[config.mk]
export PLATFORM = sky130hd
export DESIGN_NAME = rv32im_lsu_flat
export DESIGN_NICKNAME = d
export VERILOG_FILES = /design/src/rtl/rv32im_lsu_if.sv /design/src/rtl/rv32im_lsu.sv /design/src/flat_wrapper.sv
export SDC_FILE = /design/constraint.sdc
export NUM_CORES = 1
export LEC_CHECK = 0
export ABC_CLOCK_PERIOD_IN_PS = 7600
export CORE_MARGIN = 1
export CORE_UTILIZATION = 47
export CTS_BUF_LIST = sky130_fd_sc_hd__clkbuf_16
export DETAILED_ROUTE_END_ITERATION = 8
export GPL_ROUTABILITY_DRIVEN = 0
export PLACE_DENSITY = 0.82
export SLEW_MARGIN = 20
export SYNTH_ARGS = -nofsm -noshare
export SYNTH_HDL_FRONTEND = slang
export SYNTH_SLANG_ARGS = --single-unit
[constraint.sdc]
create_clock -name clk_i -period 7.6 [get_ports clk_i]
set_clock_uncertainty 0.15 [all_clocks]
set_input_delay 1.52 -clock clk_i [delete_from_list [all_inputs] [get_ports clk_i]]
set_output_delay 1.52 -clock clk_i [all_outputs]
set_load 0.05 [all_outputs]
[src/rtl/rv32im_lsu_if.sv]
// Bus between the load/store sequencer and the non-pipelined memory stage.
// Field mapping to the memory stage: data_ready -> data_ready_i,
// clear -> clear_i, req_active <- ctrl_req_o, err <- err_o, rdata <- data_o.
interface rv32im_lsu_if;
    logic        data_ready;
    logic [31:0] addr;
    logic [31:0] wdata;
    logic [1:0]  word_size;
    logic        write;
    logic        clear;
    logic        req_active;
    logic        err;
    logic [31:0] rdata;

    modport master (
        output data_ready, addr, wdata, word_size, write, clear,
        input  req_active, err, rdata
    );

    modport slave (
        input  data_ready, addr, wdata, word_size, write, clear,
        output req_active, err, rdata
    );
endinterface

[src/rtl/rv32im_lsu.sv]
// RV32 load/store sequencer: alignment trap, single-pulse issue to the memory
// stage, byte-lane replication for stores, extraction/extension for loads,
// and recovery of the memory stage after bus errors or timeouts.
module rv32im_lsu #(
    parameter int unsigned TIMEOUT_CYCLES = 255
) (
    input  logic        clk_i,
    input  logic        clear_i,
    input  logic        req_i,
    input  logic        write_i,
    input  logic [2:0]  funct3_i,
    input  logic [31:0] addr_i,
    input  logic [31:0] wdata_i,
    output logic        busy_o,
    output logic        done_o,
    output logic [1:0]  err_code_o,
    output logic [31:0] fault_addr_o,
    output logic [31:0] rdata_o,
    rv32im_lsu_if.master mem
);

    localparam int unsigned CNT_W = $clog2(TIMEOUT_CYCLES + 1);
    localparam logic [CNT_W-1:0] CNT_LAST = CNT_W'(TIMEOUT_CYCLES - 32'd1);
    localparam logic [CNT_W-1:0] CNT_ONE  = CNT_W'(32'd1);

    typedef enum logic [2:0] {
        ST_RECOVER    = 3'd0,
        ST_IDLE       = 3'd1,
        ST_ISSUE      = 3'd2,
        ST_WAIT_START = 3'd3,
        ST_WAIT_END   = 3'd4
    } state_t;

    // Replicate the right-justified store data across all byte lanes.
    function automatic logic [31:0] store_lanes(input logic [1:0] size, input logic [31:0] wd);
        logic [31:0] res;
        case (size)
            2'b00:   res = {4{wd[7:0]}};
            2'b01:   res = {2{wd[15:0]}};
            default: res = wd;
        endcase
        return res;
    endfunction

    // Align the addressed bytes to bit 0 and extend according to the width code.
    function automatic logic [31:0] load_extend(input logic [2:0] f3, input logic [1:0] off,
                                                input logic [31:0] word);
        logic [31:0] sh;
        logic [31:0] res;
        sh = word >> {off, 3'b000};
        case (f3)
            3'b000:  res = {{24{sh[7]}}, sh[7:0]};
            3'b001:  res = {{16{sh[15]}}, sh[15:0]};
            3'b100:  res = {24'h000000, sh[7:0]};
            3'b101:  res = {16'h0000, sh[15:0]};
            default: res = sh;
        endcase
        return res;
    endfunction

    state_t            state_r, state_nxt_s;
    logic [CNT_W-1:0]  cnt_r, cnt_nxt_s;
    logic [1:0]        pend_r, pend_nxt_s;
    logic              req_write_r;
    logic [2:0]        req_funct3_r;
    logic [31:0]       req_addr_r;
    logic              latch_s;
    logic              bad_s;
    logic              done_r, done_nxt_s;
    logic [1:0]        err_code_r, err_code_nxt_s;
    logic [31:0]       fault_addr_r, fault_addr_nxt_s;
    logic [31:0]       rdata_r, rdata_nxt_s;
    logic              busy_r, mem_clear_r, mem_data_ready_r;
    logic [31:0]       mem_addr_r, mem_data_r;
    logic [1:0]        mem_word_size_r;
    logic              mem_write_r;

    // Width code legality and natural-alignment check on the incoming request.
    always_comb begin
        bad_s = 1'b0;
        if ((funct3_i == 3'b011) || (funct3_i[2:1] == 2'b11) || (write_i && funct3_i[2])) begin
            bad_s = 1'b1;
        end else if ((funct3_i[1:0] == 2'b01) && addr_i[0]) begin
            bad_s = 1'b1;
        end else if ((funct3_i[1:0] == 2'b10) && (addr_i[1:0] != 2'b00)) begin
            bad_s = 1'b1;
        end else begin
            bad_s = 1'b0;
        end
    end

    // Next-state and next-output logic for the sequencer.
    always_comb begin
        state_nxt_s      = state_r;
        cnt_nxt_s        = '0;
        pend_nxt_s       = pend_r;
        latch_s          = 1'b0;
        done_nxt_s       = 1'b0;
        err_code_nxt_s   = 2'd0;
        fault_addr_nxt_s = fault_addr_r;
        rdata_nxt_s      = rdata_r;
        case (state_r)
            ST_RECOVER: begin
                state_nxt_s = ST_IDLE;
                if (pend_r != 2'd0) begin
                    done_nxt_s       = 1'b1;
                    err_code_nxt_s   = pend_r;
                    fault_addr_nxt_s = req_addr_r;
                    pend_nxt_s       = 2'd0;
                end else begin
                    pend_nxt_s = 2'd0;
                end
            end
            ST_IDLE: begin
                if (req_i && bad_s) begin
                    done_nxt_s       = 1'b1;
                    err_code_nxt_s   = 2'd1;
                    fault_addr_nxt_s = addr_i;
                end else if (req_i) begin
                    latch_s     = 1'b1;
                    state_nxt_s = ST_ISSUE;
                end else begin
                    state_nxt_s = ST_IDLE;
                end
            end
            ST_ISSUE: begin
                state_nxt_s = ST_WAIT_START;
            end
            ST_WAIT_START: begin
                if (mem.req_active) begin
                    state_nxt_s = ST_WAIT_END;
                    cnt_nxt_s   = cnt_r + CNT_ONE;
                end else if (cnt_r == CNT_LAST) begin
                    state_nxt_s = ST_RECOVER;
                    pend_nxt_s  = 2'd3;
                end else begin
                    cnt_nxt_s = cnt_r + CNT_ONE;
                end
            end
            ST_WAIT_END: begin
                if (!mem.req_active && mem.err) begin
                    state_nxt_s = ST_RECOVER;
                    pend_nxt_s  = 2'd2;
                end else if (!mem.req_active) begin
                    state_nxt_s    = ST_IDLE;
                    done_nxt_s     = 1'b1;
                    err_code_nxt_s = 2'd0;
                    if (!req_write_r) begin
                        rdata_nxt_s = load_extend(req_funct3_r, req_addr_r[1:0], mem.rdata);
                    end else begin
                        rdata_nxt_s = rdata_r;
                    end
                end else if (cnt_r == CNT_LAST) begin
                    state_nxt_s = ST_RECOVER;
                    pend_nxt_s  = 2'd3;
                end else begin
                    cnt_nxt_s = cnt_r + CNT_ONE;
                end
            end
            default: begin
                state_nxt_s = ST_RECOVER;
            end
        endcase
    end

    // State register.
    always_ff @(posedge clk_i or posedge clear_i) begin
        if (clear_i) begin
            state_r <= ST_RECOVER;
        end else begin
            state_r <= state_nxt_s;
        end
    end

    // Counter, latched request, and registered outputs.
    always_ff @(posedge clk_i or posedge clear_i) begin
        if (clear_i) begin
            cnt_r            <= '0;
            pend_r           <= 2'd0;
            req_write_r      <= 1'b0;
            req_funct3_r     <= 3'd0;
            req_addr_r       <= 32'd0;
            done_r           <= 1'b0;
            err_code_r       <= 2'd0;
            fault_addr_r     <= 32'd0;
            rdata_r          <= 32'd0;
            busy_r           <= 1'b1;
            mem_clear_r      <= 1'b1;
            mem_data_ready_r <= 1'b0;
            mem_addr_r       <= 32'd0;
            mem_data_r       <= 32'd0;
            mem_word_size_r  <= 2'd0;
            mem_write_r      <= 1'b0;
        end else begin
            cnt_r            <= cnt_nxt_s;
            pend_r           <= pend_nxt_s;
            done_r           <= done_nxt_s;
            err_code_r       <= err_code_nxt_s;
            fault_addr_r     <= fault_addr_nxt_s;
            rdata_r          <= rdata_nxt_s;
            busy_r           <= (state_nxt_s != ST_IDLE);
            mem_clear_r      <= (state_nxt_s == ST_RECOVER);
            mem_data_ready_r <= (state_nxt_s == ST_ISSUE);
            if (latch_s) begin
                req_write_r     <= write_i;
                req_funct3_r    <= funct3_i;
                req_addr_r      <= addr_i;
                mem_addr_r      <= addr_i;
                mem_data_r      <= write_i ? store_lanes(funct3_i[1:0], wdata_i) : 32'd0;
                mem_word_size_r <= funct3_i[1:0];
                mem_write_r     <= write_i;
            end else begin
                req_write_r     <= req_write_r;
                req_funct3_r    <= req_funct3_r;
                req_addr_r      <= req_addr_r;
                mem_addr_r      <= mem_addr_r;
                mem_data_r      <= mem_data_r;
                mem_word_size_r <= mem_word_size_r;
                mem_write_r     <= mem_write_r;
            end
        end
    end

    assign busy_o         = busy_r;
    assign done_o         = done_r;
    assign err_code_o     = err_code_r;
    assign fault_addr_o   = fault_addr_r;
    assign rdata_o        = rdata_r;
    assign mem.data_ready = mem_data_ready_r;
    assign mem.addr       = mem_addr_r;
    assign mem.wdata      = mem_data_r;
    assign mem.word_size  = mem_word_size_r;
    assign mem.write      = mem_write_r;
    assign mem.clear      = mem_clear_r;

endmodule

[src/flat_wrapper.sv]
// flat-port wrapper written by rule: the top's interface ports become plain ports
module rv32im_lsu_flat 
#(
    parameter int unsigned TIMEOUT_CYCLES = 255
)
  (clk_i, clear_i, req_i, write_i, funct3_i, addr_i, wdata_i, busy_o, done_o, err_code_o, fault_addr_o, rdata_o, mem_data_ready, mem_addr, mem_wdata, mem_word_size, mem_write, mem_clear, mem_req_active, mem_err, mem_rdata);
  rv32im_lsu_if mem_i ();
  input  logic clk_i;
  input  logic clear_i;
  input  logic req_i;
  input  logic write_i;
  input  logic [2:0] funct3_i;
  input  logic [31:0] addr_i;
  input  logic [31:0] wdata_i;
  output logic busy_o;
  output logic done_o;
  output logic [1:0] err_code_o;
  output logic [31:0] fault_addr_o;
  output logic [31:0] rdata_o;
  output wire logic [$bits(mem_i.data_ready)-1:0] mem_data_ready;
  output wire logic [$bits(mem_i.addr)-1:0] mem_addr;
  output wire logic [$bits(mem_i.wdata)-1:0] mem_wdata;
  output wire logic [$bits(mem_i.word_size)-1:0] mem_word_size;
  output wire logic [$bits(mem_i.write)-1:0] mem_write;
  output wire logic [$bits(mem_i.clear)-1:0] mem_clear;
  input wire logic [$bits(mem_i.req_active)-1:0] mem_req_active;
  input wire logic [$bits(mem_i.err)-1:0] mem_err;
  input wire logic [$bits(mem_i.rdata)-1:0] mem_rdata;
  assign mem_data_ready = mem_i.data_ready;
  assign mem_addr = mem_i.addr;
  assign mem_wdata = mem_i.wdata;
  assign mem_word_size = mem_i.word_size;
  assign mem_write = mem_i.write;
  assign mem_clear = mem_i.clear;
  assign mem_i.req_active = mem_req_active;
  assign mem_i.err = mem_err;
  assign mem_i.rdata = mem_rdata;
  rv32im_lsu #(.TIMEOUT_CYCLES(TIMEOUT_CYCLES)) u_core (.clk_i(clk_i), .clear_i(clear_i), .req_i(req_i), .write_i(write_i), .funct3_i(funct3_i), .addr_i(addr_i), .wdata_i(wdata_i), .busy_o(busy_o), .done_o(done_o), .err_code_o(err_code_o), .fault_addr_o(fault_addr_o), .rdata_o(rdata_o), .mem(mem_i));
endmodule
Word-level counts from Yosys, hierarchy flattened:

Cells that the tools add are included.

* reductions and logical operators: 19
* bitwise operators: 3
* multiplexer cells: 37
* equality and inequality tests: 18
* $add $sub $neg: 1
* shift operators: 1

Operators by type and width (count)
* 32-bit one-hot mux with 2 select lines: 2
* 32-bit one-hot mux with 4 select lines: 1
* 32-bit two-way mux: 3
* 8-bit two-way mux: 4
* 32-bit by 5-bit >> shifter with 32-bit output: 1
* 8-bit one-hot mux with 2 select lines: 1
* 3-bit two-way mux: 5
* 3-bit one-hot mux with 5 select lines: 1
* 3-bit by 2-bit equality test with 1-bit output, second input constant: 4
* 2-bit two-way mux: 6
* 1-bit two-way mux: 11
* 3-bit equality test, second input constant: 3
* 3-bit zero test: 3
* 8-bit by 1-bit adder with 8-bit output, second input constant: 1
* 8-bit equality test, second input constant: 1
* 3-bit by 1-bit equality test with 1-bit output, second input constant: 2
* 2-bit one-hot mux with 3 select lines: 1
* 3-bit AND reduction: 2
* 2-bit nonzero test: 3
* 1-bit logical AND: 5
* 2-bit equality test, second input constant: 2
* 2-bit by 1-bit != test with 1-bit output, second input constant: 2
* 2-bit one-hot mux with 2 select lines: 1
* 4-bit AND reduction: 1
* 10 further kinds: 13

* logic and storage cells: 94
* output and inout port bits: 137
* register bits after elaboration: 153

Longest topological paths before layout:

Gate-level depths: netlist of run 1.

* word-level depth: 9
* mapped depth: 7
* mapped depth without buffers: 6

Worst setup path before layout of run 1:

OpenSTA, ideal clock, no wires.

* path kind: input to register
* start: in write_i
* end: reg u_core.fault_addr_r[10] (netlist: u_core.fault_addr_o[10])
* path buffers: 2
* slack: 4468 ps
* arrival time: 2857 ps
* stages on the path: 6
* data required time: 7325 ps
* cell sequence: buf_2 -> a221oi_2 -> nor2_1 -> a31oi_4 -> buf_6 -> mux2_2

* cells in the longest elaborated chain, start to end: 6

Ends and longest elaborated chain
* start: declaration: RTL line flat_wrapper.sv:11 `input logic write_i;`
* 1-bit logical AND: RTL line rv32im_lsu.sv:81 `if ((funct3_i == 3'b011) || (funct3_i[2:1] == 2'b11) || (write_i && funct3_i[2])) begin`
* 1-bit logical OR: RTL line rv32im_lsu.sv:81
* 1-bit two-way mux: RTL line rv32im_lsu.sv:81
* 1-bit logical AND: RTL line rv32im_lsu.sv:115 `if (req_i && bad_s) begin`
* 2-bit by 1-bit != test with 1-bit output (no line)
* 3-bit AND reduction (no line)
* end signal: assignment: RTL line rv32im_lsu.sv:199 `fault_addr_r <= fault_addr_nxt_s;`
* end: declaration: RTL line rv32im_lsu.sv:71 `logic [31:0] fault_addr_r, fault_addr_nxt_s;`

Every way passes these cells.
A chain may end at the register's enable or synchronous reset.

==> flow_summary_export.csv, run 1 <==
group,metric,value,unit
synth,yosysSeqAreaShare,51.2,%
setup_path,critPathTopFamily,"flip-flops",
clock_network,cts_inserted_buffers,17,
floorplanning,die_h,127,µm
routing,via_count,5660,
routing,drc,0,
clock_network,insertion_delay,0.42,ns
setup_path,rr_endpoint,"u_core.rdata_o[19]",
setup_path,endpoint_kind,"output pin",
power_and_ir_drop,ir_worst_vdd,0.297,mV
setup_path,worst-path-buf-inv,1,
timing,final_hold_viol_count,0,
floorplanning,start_util,48.4,%
setup_path,reg2reg_from,"u_core.req_addr_r[1]",
floorplanning,fp-row-count,45,
setup_path,startpoint_type,"flop",
synth,synthCells,634,
synth,synth_top_area_share,50.5,%
setup_path,setup.worst_path.start,"u_core.req_addr_r[1]",
setup_path,cp_num_cells,1,
setup_path,cp.required,5.93,ns
finish,mostFrequentLayoutCells,"clkdlybuf4s50_1, dfrtp_1, nand2_1",
synth,avgSynthCellArea,11.6,µm²
synth,ys_types,51,
setup_path,critPathMaxFanout,28,
routing,wl,19600,µm
clock_network,cts_sinks,151,
synth,synth_warnings,0,
grt,grt_pass1_vias,5860,
timing,rsz0062_at_grt,"false",
timing,period_share,54.1,%
floorplanning,dieArea,0.0162,mm²
synth,syn_nets,741,
synth,synth-async-reset-ratio,100,%
clock_network,cts-root-buf,"clkbuf_16",
routing,ant_nets,0,
setup_path,slowest_stage,"dfrtp_1",
timing,period_needed,4.11,ns
routing,wl_met1,7920,µm
floorplanning,fp.dieW,127,µm
synth,synth_flop_cell,"dfrtp_1",
finish,layout_commonest_cell,"clkdlybuf4s50_1",
grt,grt_usage,25.2,%
power_and_ir_drop,power_density,502,mW/mm²
routing,drt_first_iter_violations,271,
synth,synth_seq_cells,151,
floorplanning,core,0.0153,mm²
routing,dr.pass1.iters,4,
routing,viasPerCell,5.23,
grt,overflow,0,
synth,yosys.area.top_type,"dfrtp_1",
finish,fin_nets,965,
timing,slew_violations,0,
routing,wl_per_cell,18.1,µm
grt,grt_start_max_net_pins,110,
finish,drive_above_1_share,19.4,%
finish,utilization,68.8,%
clock_network,cts_buffer_depth,2,
synth,yosys-top-cells-area,"dfrtp_1, mux2_2, mux2_4",
finish,area_delta_synth_final,42.1,%
place,port_buffers,241,
synth,synth_edf_count,0,
timing,fmax,0.243,GHz
min_path,whs_path_depth,2,
setup_path,reg2reg_depth,4,
setup_path,worstPathCellList,"clkdlybuf4s50_1",
finish,fillers,1130,
setup_path,crit_path_end,"mem_addr[1]",
grt,antenna_found_initial,0,
min_path,min_path_type,"flop to flop",
clock_network,hold_buffers,0,
routing,wl_met2,9590,µm
clock_network,cts_resized,0,
timing,finalSetupTns,0,ns
run,cap_violations,0,
setup_path,slowest_delay,1.05,ns
power_and_ir_drop,p_leak,4.56,nW
finish,diodes,0,
timing,slew_headroom,28.2,%
timing,finalSetupViolCount,0,
synth,synthesis.area,0.00738,mm²
setup_path,crit_type,"flop to output pin",
routing,wl_met3,1450,µm
routing,dr.max_layer_used,"met4",
clock_network,clkTransAtPathRegs,0.06,ns
setup_path,critPathArrivalTime,2.44,ns
timing,worstMarginPinSlew,1.08,ns
setup_path,reg2reg_slack,4.97,ns
run_status,status,"finished, final reports clean",
floorplanning,io_pins,242,
clock_network,cts_tree,"built",
clock_network,post_cts_buffers,0,
place,dp_hpwl,13500,µm
grt,grt_pass1_wl,31300,µm
clock_network,htreeDepth,4,
layout make-up:
class                   count  area [µm²]  area share, %
multi-input cells         434        3320           31.7
clock buffers              17         425           4.05
well taps                 211         264           2.52
repair buffers            250        2480           23.6
inverters                   4        20.0          0.191
clock inverters            15         200           1.91
flip-flops and latches    151        3780           36.0
logic make-up (layout without fill, tap and decap cells):
logic type      after synthesis  in the layout  share of synthesized area, %
compound gates              105            105                          9.29
xor+xnor                      6              6                         0.712
fa+ha+maj                     2              2                         0.339
buf+inv                      49            286                          3.88
flops                       151            151                          51.2
mux                         149            149                          24.0
simple gates                172            172                          10.6
through the flow:
stage | cell area (µm²) | setup WS, ns | total power [W] | instances | hold WS [ns]
3_3_place_gp | 9870 | 3.23 | 0.00434 | 1050 | 0.309
5_1_grt | 10500 | 3.37 | 0.00551 | 1082 | 0.360
3_5_place_dp | 9870 | 3.18 | 0.00438 | 1050 | 0.319
6_report | 10500 | 3.49 | 0.00527 | 1082 | 0.329
2_1_floorplan | 7380 | 1.87 | 0.00344 | 634 | 0.318
4_1_cts | 10500 | 3.46 | 0.00530 | 1082 | 0.333
how the worst min path moves through the flow:
stage,from,to
global route,u_core.rdata_o[0],u_core.rdata_o[0]
detailed placement,u_core.mem.wdata[27],u_core.mem.wdata[27]
CTS,u_core.mem.wdata[27],u_core.mem.wdata[27]
global placement,u_core.mem.wdata[10],u_core.mem.wdata[10]
floorplan,u_core.pend_r[1],u_core.err_code_o[1]
finish,u_core.mem.wdata[27],u_core.mem.wdata[27]
registers in the layout, indices dropped and copies added (netlist names):
signal and flops:
u_core.req_write_r 1, u_core.mem.clear 1, u_core.done_o 1, u_core.mem.data_ready 1, u_core.err_code_o 2, u_core.pend_r 2
u_core.cnt_r 8, u_core.rdata_o 32, u_core.state_r 3, u_core.mem.word_size 1, u_core.req_funct3_r 2, u_core.mem.wdata 32
u_core.req_addr_r 32, u_core.fault_addr_o 32, u_core.busy_o 1
cells in the mapped netlist (4+ instances only):
library cell and instances:
nand2_1 94, inv_1 4, nor2b_1 9, o21ai_0 42, o22a_1 8, buf_6 8, buf_4 7, mux2_1 12
mux2_2 82, clkbuf_1 16, xor2_1 5, a211oi_1 8, mux2_4 30, dfrtp_1 149, o2bb2ai_1 7, nor2_1 39
mux2i_1 24, a21oi_1 29, buf_2 13
where the power goes:
| part | total (W) | switching, W | internal [W] |
|---|---|---|---|
| Clock | 0.000895 | 0.000344 | 0.000551 |
| Sequential | 0.00141 | 0.000261 | 0.00115 |
| Combinational | 0.00296 | 0.00182 | 0.00114 |
| Total | 0.00527 | 0.00243 | 0.00284 |
routing by layer:
layer	vias to the layer above	global-route usage, %
met1	2731	30.4
met3	42	7.66
met5	-	0
li1	2668	-
met2	219	41.6
met4	0	11.7
Power figures use the tool's default switching activity.
==> inputs of run 2 (changes only) <==
ABC_CLOCK_PERIOD_IN_PS = 3700   (was 7600)
CORE_UTILIZATION = 42   (was 47)
PLACE_DENSITY = 0.77   (was 0.82)
clock period = 3.7 ns   (was 7.6 ns; I/O delays follow)
==> run 2 against run 1 <==
Effect of this change:
- non-clock buffer count up 2
- highest routed layer is now met5
- largest power group unchanged
- sequential share of layout area down 0.47 points
- critical path depth unchanged
- flip-flop and latch count unchanged
- die area up 12%
==> flow_summary_export.csv, run 2 (same netlist as run 1, synthesis figures left out) <==
group,metric,value,unit
clock_network,cts_buffer_depth,2,
min_path,whs_path_depth,2,
timing,period_needed,2.65,ns
min_path,min_path_type,"flop to flop",
place,port_buffers,241,
grt,met3_usage,6.83,%
timing,slew_violations,0,
finish,drive_above_1_share,19.2,%
timing,finalSetupTns,0,ns
power_and_ir_drop,p_total,0.0110,W
timing,slew_headroom,46.7,%
finish,diodes,0,
clock_network,cts_resized,0,
floorplanning,die_h,135,µm
setup_path,slowest_delay,0.87,ns
floorplanning,dieArea,0.0181,mm²
timing,worstMarginPinSlew,0.800,ns
clock_network,htreeDepth,4,
setup_path,worst-path-buf-inv,1,
min_path,hold_start,"u_core.mem.wdata[28]",
finish,fillers,1414,
finish,mostFrequentLayoutCells,"clkdlybuf4s50_1, dfrtp_1, nand2_1",
timing,fmax,0.378,GHz
timing,hold_ws,0.327,ns
clock_network,hold_buffers,0,
floorplanning,io_pins,242,
clock_network,post_cts_buffers,0,
min_path,holdPathEnd,"u_core.mem.wdata[28]",
routing,drt_first_iter_violations,252,
routing,ant_nets,0,
grt,overflow,0,
setup_path,critPathArrivalTime,1.76,ns
timing,period_share,71.5,%
routing,via_count,5676,
floorplanning,start_util,42.8,%
routing,dr.pass1.iters,6,
timing,rsz0062_at_grt,"false",
setup_path,cp.required,2.81,ns
grt,grt_pass1_vias,5583,
finish,area_delta_synth_final,44.0,%
grt,use_met1,26.4,%
grt,gr-usage-met2,35.3,%
setup_path,reg2reg_from,"u_core.state_r[0]",
clock_network,cts_sinks,151,
power_and_ir_drop,ir_worst_vdd,0.565,mV
setup_path,endpoint_kind,"output pin",
run_status,status,"finished, final reports clean",
setup_path,worstPathCellList,"clkdlybuf4s50_1",
setup_path,slowest_stage,"clkdlybuf4s50_1",
setup_path,crit_type,"flop to output pin",
grt,grt_usage,21.5,%
routing,wl,19100,µm
timing,finalSetupViolCount,0,
grt,antenna_found_initial,1,
floorplanning,fp.dieW,135,µm
setup_path,critPathTopFamily,"buffers and inverters",
routing,wl_per_cell,17.4,µm
routing,viasPerCell,5.17,
setup_path,critPathMaxFanout,5,
grt,grt_start_max_net_pins,152,
setup_path,reg2reg_slack,1.35,ns
clock_network,cts_inserted_buffers,17,
setup_path,cp_num_cells,1,
grt,grt_busiest_layer,"met2",
floorplanning,fp-row-count,48,
routing,drc,0,
finish,fin_nets,967,
timing,final_hold_viol_count,0,
setup_path,startpoint_type,"flop",
setup_path,rr_endpoint,"u_core.req_addr_r[4]",
clock_network,cts_tree,"built",
finish,layout_commonest_cell,"clkdlybuf4s50_1",
clock_network,cts-root-buf,"clkbuf_16",
run,cap_violations,0,
place,dp_hpwl,13400,µm
power_and_ir_drop,power_density,1030,mW/mm²
grt,grt_pass1_wl,29900,µm
floorplanning,core,0.0172,mm²
clock_network,clkTransAtPathRegs,0.06,ns
power_and_ir_drop,p_leak,4.63,nW
setup_path,reg2reg_depth,5,
clock_network,insertion_delay,0.41,ns
==> run 2: cell count changes in the layout (fill, tap and decap cells not counted), sizes merged <==
| cell | previous run | this run |
|---|---|---|
| clkinvlp | 3 | 1 |
| bufinv | 4 | 7 |
| clkinv | 6 | 4 |
| inv | 6 | 7 |
| buf | 9 | 11 |
==> run 2: power by group <==
group	switching (W)	internal [W]	leakage (nW)	total (W)
clock network	0.000682	0.00133	0.339	0.00201
logic	0.00377	0.00235	2.37	0.00612
registers	0.000480	0.00237	1.92	0.00285
==> run 2: final cells by class <==
| class | instances | area [µm²] | share of cell area, % |
|---|---|---|---|
| timing repair buffer | 252 | 2540 | 23.9 |
| clock buffer | 17 | 425 | 4.00 |
| multi-input combinational | 434 | 3320 | 31.3 |
| inverter | 4 | 18.8 | 0.177 |
| tap | 225 | 282 | 2.65 |
| clock inverter | 15 | 256 | 2.41 |
| sequential | 151 | 3780 | 35.6 |
==> run 2: worst max path at each step <==
stage,start,endpoint,slack (ns)
finish,u_core.req_funct3_r[1],mem_word_size[1],1.05
global route,funct3_i[0],u_core.fault_addr_o[27],0.93
detailed placement,funct3_i[0],u_core.fault_addr_o[22],0.61
CTS,u_core.req_funct3_r[1],mem_word_size[1],1.01
global placement,funct3_i[0],u_core.fault_addr_o[31],0.66
floorplan,clear_i,u_core.cnt_r[0],0.91
==> run 2: metal layers <==
metal / wire [µm] / part of all wire (%)
met4: 571 / 3.0
met1: 7910 / 41
met3: 1490 / 7.8
met2: 9140 / 48
met5: 16 / 0.084
==> run 2: stage by stage <==
step                utilization (%)  cell area, µm²  instances  setup slack, ns
floorplan                         -            7390        634            0.909
global placement               57.7            9950       1066            0.662
detailed placement             57.7            9950       1066            0.608
CTS                            61.7           10600       1098             1.01
global route                   61.7           10600       1098            0.928
finish                         61.7           10600       1098             1.05
